$ cat src/rtl/i2s_rcv.sv
// rtl/i2s_rcv.sv - I2S slave receiver: oversampled deserializer for 24-bit stereo slots, upper bits out with a per-frame vld pulse.
// Optional ws framing check enabled by defining FRAME_CHK_EN.
module i2s_rcv #(
    parameter int SLOT_W = 24,
    parameter int OUT_W  = 16
) (
    input  logic             clk,
    input  logic             rst_n,
    input  logic             I2S_sclk,
    input  logic             I2S_ws,
    input  logic             I2S_data,
    output logic [OUT_W-1:0] lft_chnnl,
    output logic [OUT_W-1:0] rght_chnnl,
    output logic             vld,
    output logic             frm_err
);

    typedef enum logic [1:0] {SYNC = 2'd0, LEFT = 2'd1, RIGHT = 2'd2} state_t;

    localparam logic [4:0] LAST = 5'(SLOT_W - 1);

    state_t            state, nxt_state;
    logic [2:0]        sclk_sr;
    logic [1:0]        ws_sr;
    logic [1:0]        data_sr;
    logic [4:0]        bit_cnt;
    logic [SLOT_W-1:0] shft_l;
    logic [SLOT_W-1:0] shft_r;
    logic              ws_prev;
    logic              done_q;

    logic rise, ws_s, data_s, last, ws_fall, ws_bad;
    logic shift_l, shift_r, cnt_clr, cnt_inc, done, err;

    // ws and data share the sclk sync depth so they stay aligned with the detected edge
    always_ff @(posedge clk or negedge rst_n) begin
        if (!rst_n) begin
            sclk_sr <= '0;
            ws_sr   <= '0;
            data_sr <= '0;
        end else begin
            sclk_sr <= {sclk_sr[1:0], I2S_sclk};
            ws_sr   <= {ws_sr[0], I2S_ws};
            data_sr <= {data_sr[0], I2S_data};
        end
    end

    assign rise    = sclk_sr[1] & ~sclk_sr[2];
    assign ws_s    = ws_sr[1];
    assign data_s  = data_sr[1];
    assign last    = (bit_cnt == LAST);
    assign ws_fall = ~ws_s & ws_prev;

`ifdef FRAME_CHK_EN
    logic ws_exp;
    assign ws_exp = (state == LEFT) ? last : ~last;
    assign ws_bad = (state != SYNC) && (ws_s != ws_exp);
`else
    assign ws_bad = 1'b0;
`endif

    always_ff @(posedge clk or negedge rst_n) begin
        if (!rst_n) state <= SYNC;
        else        state <= nxt_state;
    end

    always_comb begin
        nxt_state = state;
        if (rise) begin
            case (state)
                SYNC:  if (ws_fall) nxt_state = LEFT;
                LEFT: begin
                    if (ws_bad)    nxt_state = ws_fall ? LEFT : SYNC;
                    else if (last) nxt_state = RIGHT;
                end
                RIGHT: begin
                    if (ws_bad)    nxt_state = ws_fall ? LEFT : SYNC;
                    else if (last) nxt_state = LEFT;
                end
                default: nxt_state = SYNC;
            endcase
        end
    end

    always_comb begin
        shift_l = 1'b0;
        shift_r = 1'b0;
        cnt_clr = 1'b0;
        cnt_inc = 1'b0;
        done    = 1'b0;
        err     = 1'b0;
        if (rise) begin
            case (state)
                SYNC: cnt_clr = ws_fall;
                LEFT, RIGHT: begin
                    if (ws_bad) begin
                        err     = 1'b1;
                        cnt_clr = 1'b1;
                    end else begin
                        shift_l = (state == LEFT);
                        shift_r = (state == RIGHT);
                        cnt_clr = last;
                        cnt_inc = ~last;
                        done    = last && (state == RIGHT);
                    end
                end
                default: cnt_clr = 1'b1;
            endcase
        end
    end

    always_ff @(posedge clk or negedge rst_n) begin
        if (!rst_n) begin
            bit_cnt    <= '0;
            shft_l     <= '0;
            shft_r     <= '0;
            ws_prev    <= 1'b0;
            done_q     <= 1'b0;
            lft_chnnl  <= '0;
            rght_chnnl <= '0;
            vld        <= 1'b0;
            frm_err    <= 1'b0;
        end else begin
            if (rise)    ws_prev <= ws_s;
            if (cnt_clr) bit_cnt <= '0;
            else if (cnt_inc) bit_cnt <= bit_cnt + 5'd1;
            if (shift_l) shft_l <= {shft_l[SLOT_W-2:0], data_s};
            if (shift_r) shft_r <= {shft_r[SLOT_W-2:0], data_s};
            done_q  <= done;
            frm_err <= err;
            vld     <= done_q;
            if (done_q) begin
                lft_chnnl  <= shft_l[SLOT_W-1 -: OUT_W];
                rght_chnnl <= shft_r[SLOT_W-1 -: OUT_W];
            end
        end
    end

endmodule
$ cat config.mk
export PLATFORM = sky130hd
export DESIGN_NAME = i2s_rcv
export DESIGN_NICKNAME = d
export VERILOG_FILES = /design/src/rtl/i2s_rcv.sv
export SDC_FILE = /design/constraint.sdc
export NUM_CORES = 1
export LEC_CHECK = 0
export ABC_AREA = 1
export CAP_MARGIN = 10
export CORE_ASPECT_RATIO = 1.25
export CORE_MARGIN = 2
export CORE_UTILIZATION = 35
export DETAILED_ROUTE_END_ITERATION = 12
export SLEW_MARGIN = 20
export SYNTH_ARGS = -nofsm -noshare
export SYNTH_HDL_FRONTEND = slang
export SYNTH_SLANG_ARGS = --single-unit
export TNS_END_PERCENT = 50
$ cat constraint.sdc
create_clock -name clk -period 1.2 [get_ports clk]
set_input_delay 0.24 -clock clk [delete_from_list [all_inputs] [get_ports clk]]
set_output_delay 0.24 -clock clk [all_outputs]
set_load 0.05 [all_outputs]
==> summary.txt <==
Critical path
  – WS Path Type: reg -> reg
  – Cells along the critical path: inv_4, ha_4, nand3_4, nor2_1, nand2_1, nand3_1, nor2_1
  – CP most frequent cell: nor2_1
  – Crit end category: register
  – Slowest stage cell, crit path: dfrtp_2
  – CP startpoint: state[0]$_DFFE_PN0P_
  – CP max stage delay: approximately 430 ps
  – Crit path required time: 1420 ps
  – Origin of the critical flop-to-flop path: state[0]$_DFFE_PN0P_
  – Critical Path Source Type: register
  – Critical Path AT: approximately 1500 ps
  – Worst-path fanout max: 5

Timing
  – RSZ-0062 raised after global routing: yes
  – Finish-stage setup viols: 30
  – Worst Clk Skew: 6.427 ps
  – Final WS setup: -116.1 ps
  – Final Hold Fails: 0
  – Count of pins over their slew limit: 0
  – Final period utilization: 109.7%
  – Final period demand of the worst path: 1316 ps
  – Achievable Freq: around 0.76 GHz

Routing
  – Total Wirelength: about 7600 um
  – DRT antenna net count: 0
  – Vias: about 2700
  – First-pass DRT Iterations: 5
  – DR vias/cell: just under 5
  – WL/cell: 13.67 um
  – Initial DRC count: approximately 140
  – # DRC: 0

Clock tree
  – H-tree levels: 3
  – CTS Sinks: 97
  – Worst-path clk slew: around 70 ps
  – Num CTS Buffers: 9
  – CTS tree: yes
  – Root buffer cell: clkbuf_16
  – Clock Latency Late Sink: roughly 340 ps
  – Max clock buf depth: 2

Worst hold path
  – Hold Path Class: in -> reg
  – Min-delay src: I2S_sclk

Final layout
  – Final Non-Filler Cells: 559
  – Nets: 431
  – Ratio of cells with drive above 1 in the final layout: 39.15%
  – Most frequent cells in the layout: dfrtp_1 (96), nand2_1 (91), buf_12 (38)
  – # diodes: 0
  – Commonest non-fill, non-tap cell in the layout: dfrtp_1
  – Area growth, synth to finish: 41.80%

Global route
  – Vias in the first global route: ~2700
  – Initial antenna violation count: 0
  – Largest net degree at the start of global routing: between 40 and 50
  – Global-route wire length before repair: 12350 um
  – Global route overflow: 0
  – Global-route usage over all layers: 12.72%

Placed design
  – Dpl ws: -177.5 ps
  – Hpwl dp: ~4700 um
  – IO buf count: 37
  – Gpl congestion: about 0.77
  – Placed cell count: between 500 and 600

Pwr
  – Leak: 2.704 nW
  – Total power: 0.008860 W
  – Cell Pwr Density: around 1600 nW/um2
  – Worst VDD drop: between 800 and 900 uV

Floorplanning
  – Core area: around 11000 um2
  – Chip width: just under 100 um
  – I/O Pins: 39
  – Initial Util: between 30 and 40%
  – Die Ht: 122.0 um
  – Num rows: 43
  – Die area: about 12000 um2

Yosys
  – Cell count after synthesis: ~360
  – Synth Register Bits: 97
  – Post-Synth Simple-Gate Area: 19.71%
  – Mux cell area share after synthesis: slightly below 9%
  – Adder-cell share of the synthesized area: 2.247%
  – Main combinational cell family by area after synthesis: simple AND/OR/NAND/NOR gates
  – Post-synthesis cell area: between 3000 and 4000 um2
  – Register area share after synthesis: ~62%
  – Synth Net Count: ~370
  – Post-synthesis compound-gate area fraction: under 10%
  – Netlist cell types: 21
  – Syn Area/Cell: ~11 um2
  – Xor-xnor portion of the synthesized cell area: 0%
  – Ys Warns: 0

Flow run
  – Max-Cap Viols: 0

Outcome
  – Status: complete, but fails checks
  – Failing checks: setup timing
critical path: cells and delay by family (launching register included):
| kind | cells | cell delay (ps) |
|---|---|---|
| simple gates | 5 | 440 |
| flops | 1 | 430 |
| fa+ha+maj | 1 | 270 |
| buf+inv | 1 | 60 |
cell type report:
cell class / count / area (um2)
Inverter: 15 / 76.32
Clock inverter: 7 / 60.06
Sequential cell: 97 / 2429
Tap cell: 135 / 168.9
Fill cell: 973 / 5449
Timing Repair Buffer: 64 / 1023
Clock buffer: 9 / 225.2
Multi-Input combinational cell: 232 / 1544
per-layer routing:
layer	wire length [um]	global-route usage, %
met1	3204	16.45
met2	4032	20.79
met3	312	2.983
met4	94	5.051
met5	0	0
registers in the layout (all words and copies together) (netlist names):
register    flops
shft_l         24
shft_r         24
lft_chnnl      16
rght_chnnl     16
bit_cnt         5
sclk_sr         3
data_sr         2
state           2
ws_sr           2
done_q          1
vld             1
ws_prev         1
final timing paths:
kind | endpoint | slack (ps) | cells past startpoint
worst max-delay path | bit_cnt[3]$_DFFE_PN0P_ | -120 | 7
worst min-delay path | sclk_sr[0]$_DFF_PN0_ | 340 | 1
max in group asynchronous | lft_chnnl[8]$_DFFE_PN0P_ | 500 | 3
worst min register to register | ws_sr[1]$_DFF_PN0_ | 350 | 0
worst max register to register | bit_cnt[3]$_DFFE_PN0P_ | -120 | 7
min in group asynchronous | shft_l[5]$_DFFE_PN0P_ | 420 | 3
report_power, final:
group	leakage [nW]	switching [W]	total (W)	internal [W]
combinational	1.25	0.00128	0.00238	0.00110
sequential	1.32	0.000213	0.00378	0.00356
clock	0.137	0.00126	0.00270	0.00144
cells by family (layout without fill, tap and decap cells):
| logic type | after synthesis | in the layout |
|---|---|---|
| simple gates | 178 | 181 |
| flops | 97 | 97 |
| buf+inv | 33 | 95 |
| mux | 30 | 30 |
| compound gates | 13 | 13 |
| fa+ha+maj | 7 | 7 |
| other cells | 1 | 1 |
stage by stage:
stage	area (um2)	utilization (%)	setup TNS (ps)	hold WS, ps
5_1_grt	5527	50.35	-4717	333.1
3_3_place_gp	4791	43.65	-504.6	231.5
4_1_cts	5166	47.07	-2043	332.9
6_report	5527	50.35	-765.5	343.7
3_5_place_dp	4791	43.65	-4033	224.3
2_1_floorplan	3906	-	-352.4	-55.59
Yosys cell counts, drive strengths merged:
cell,instances,area (um2)
ha,7,87.58
nor2,11,41.29
o21ai,7,35.03
or2,1,6.260
conb,1,3.750
a21oi,6,30.03
mux2,30,337.8
nand3,52,270.3
buf,18,148.9
nand2,112,437.9
dfrtp,97,2427
inv,15,58.81
nand4,2,12.51
timing repair:
action                                  CTS  global route
setup buffers                             2             3
gates cloned                              0             6
endpoints found under the setup margin   56            57
endpoints found under the hold margin    97             0
hold buffers                              1             0
gates resized for setup                  17            64
pin swaps                                 2            27
No activity file was read; power rests on OpenSTA's default activity.
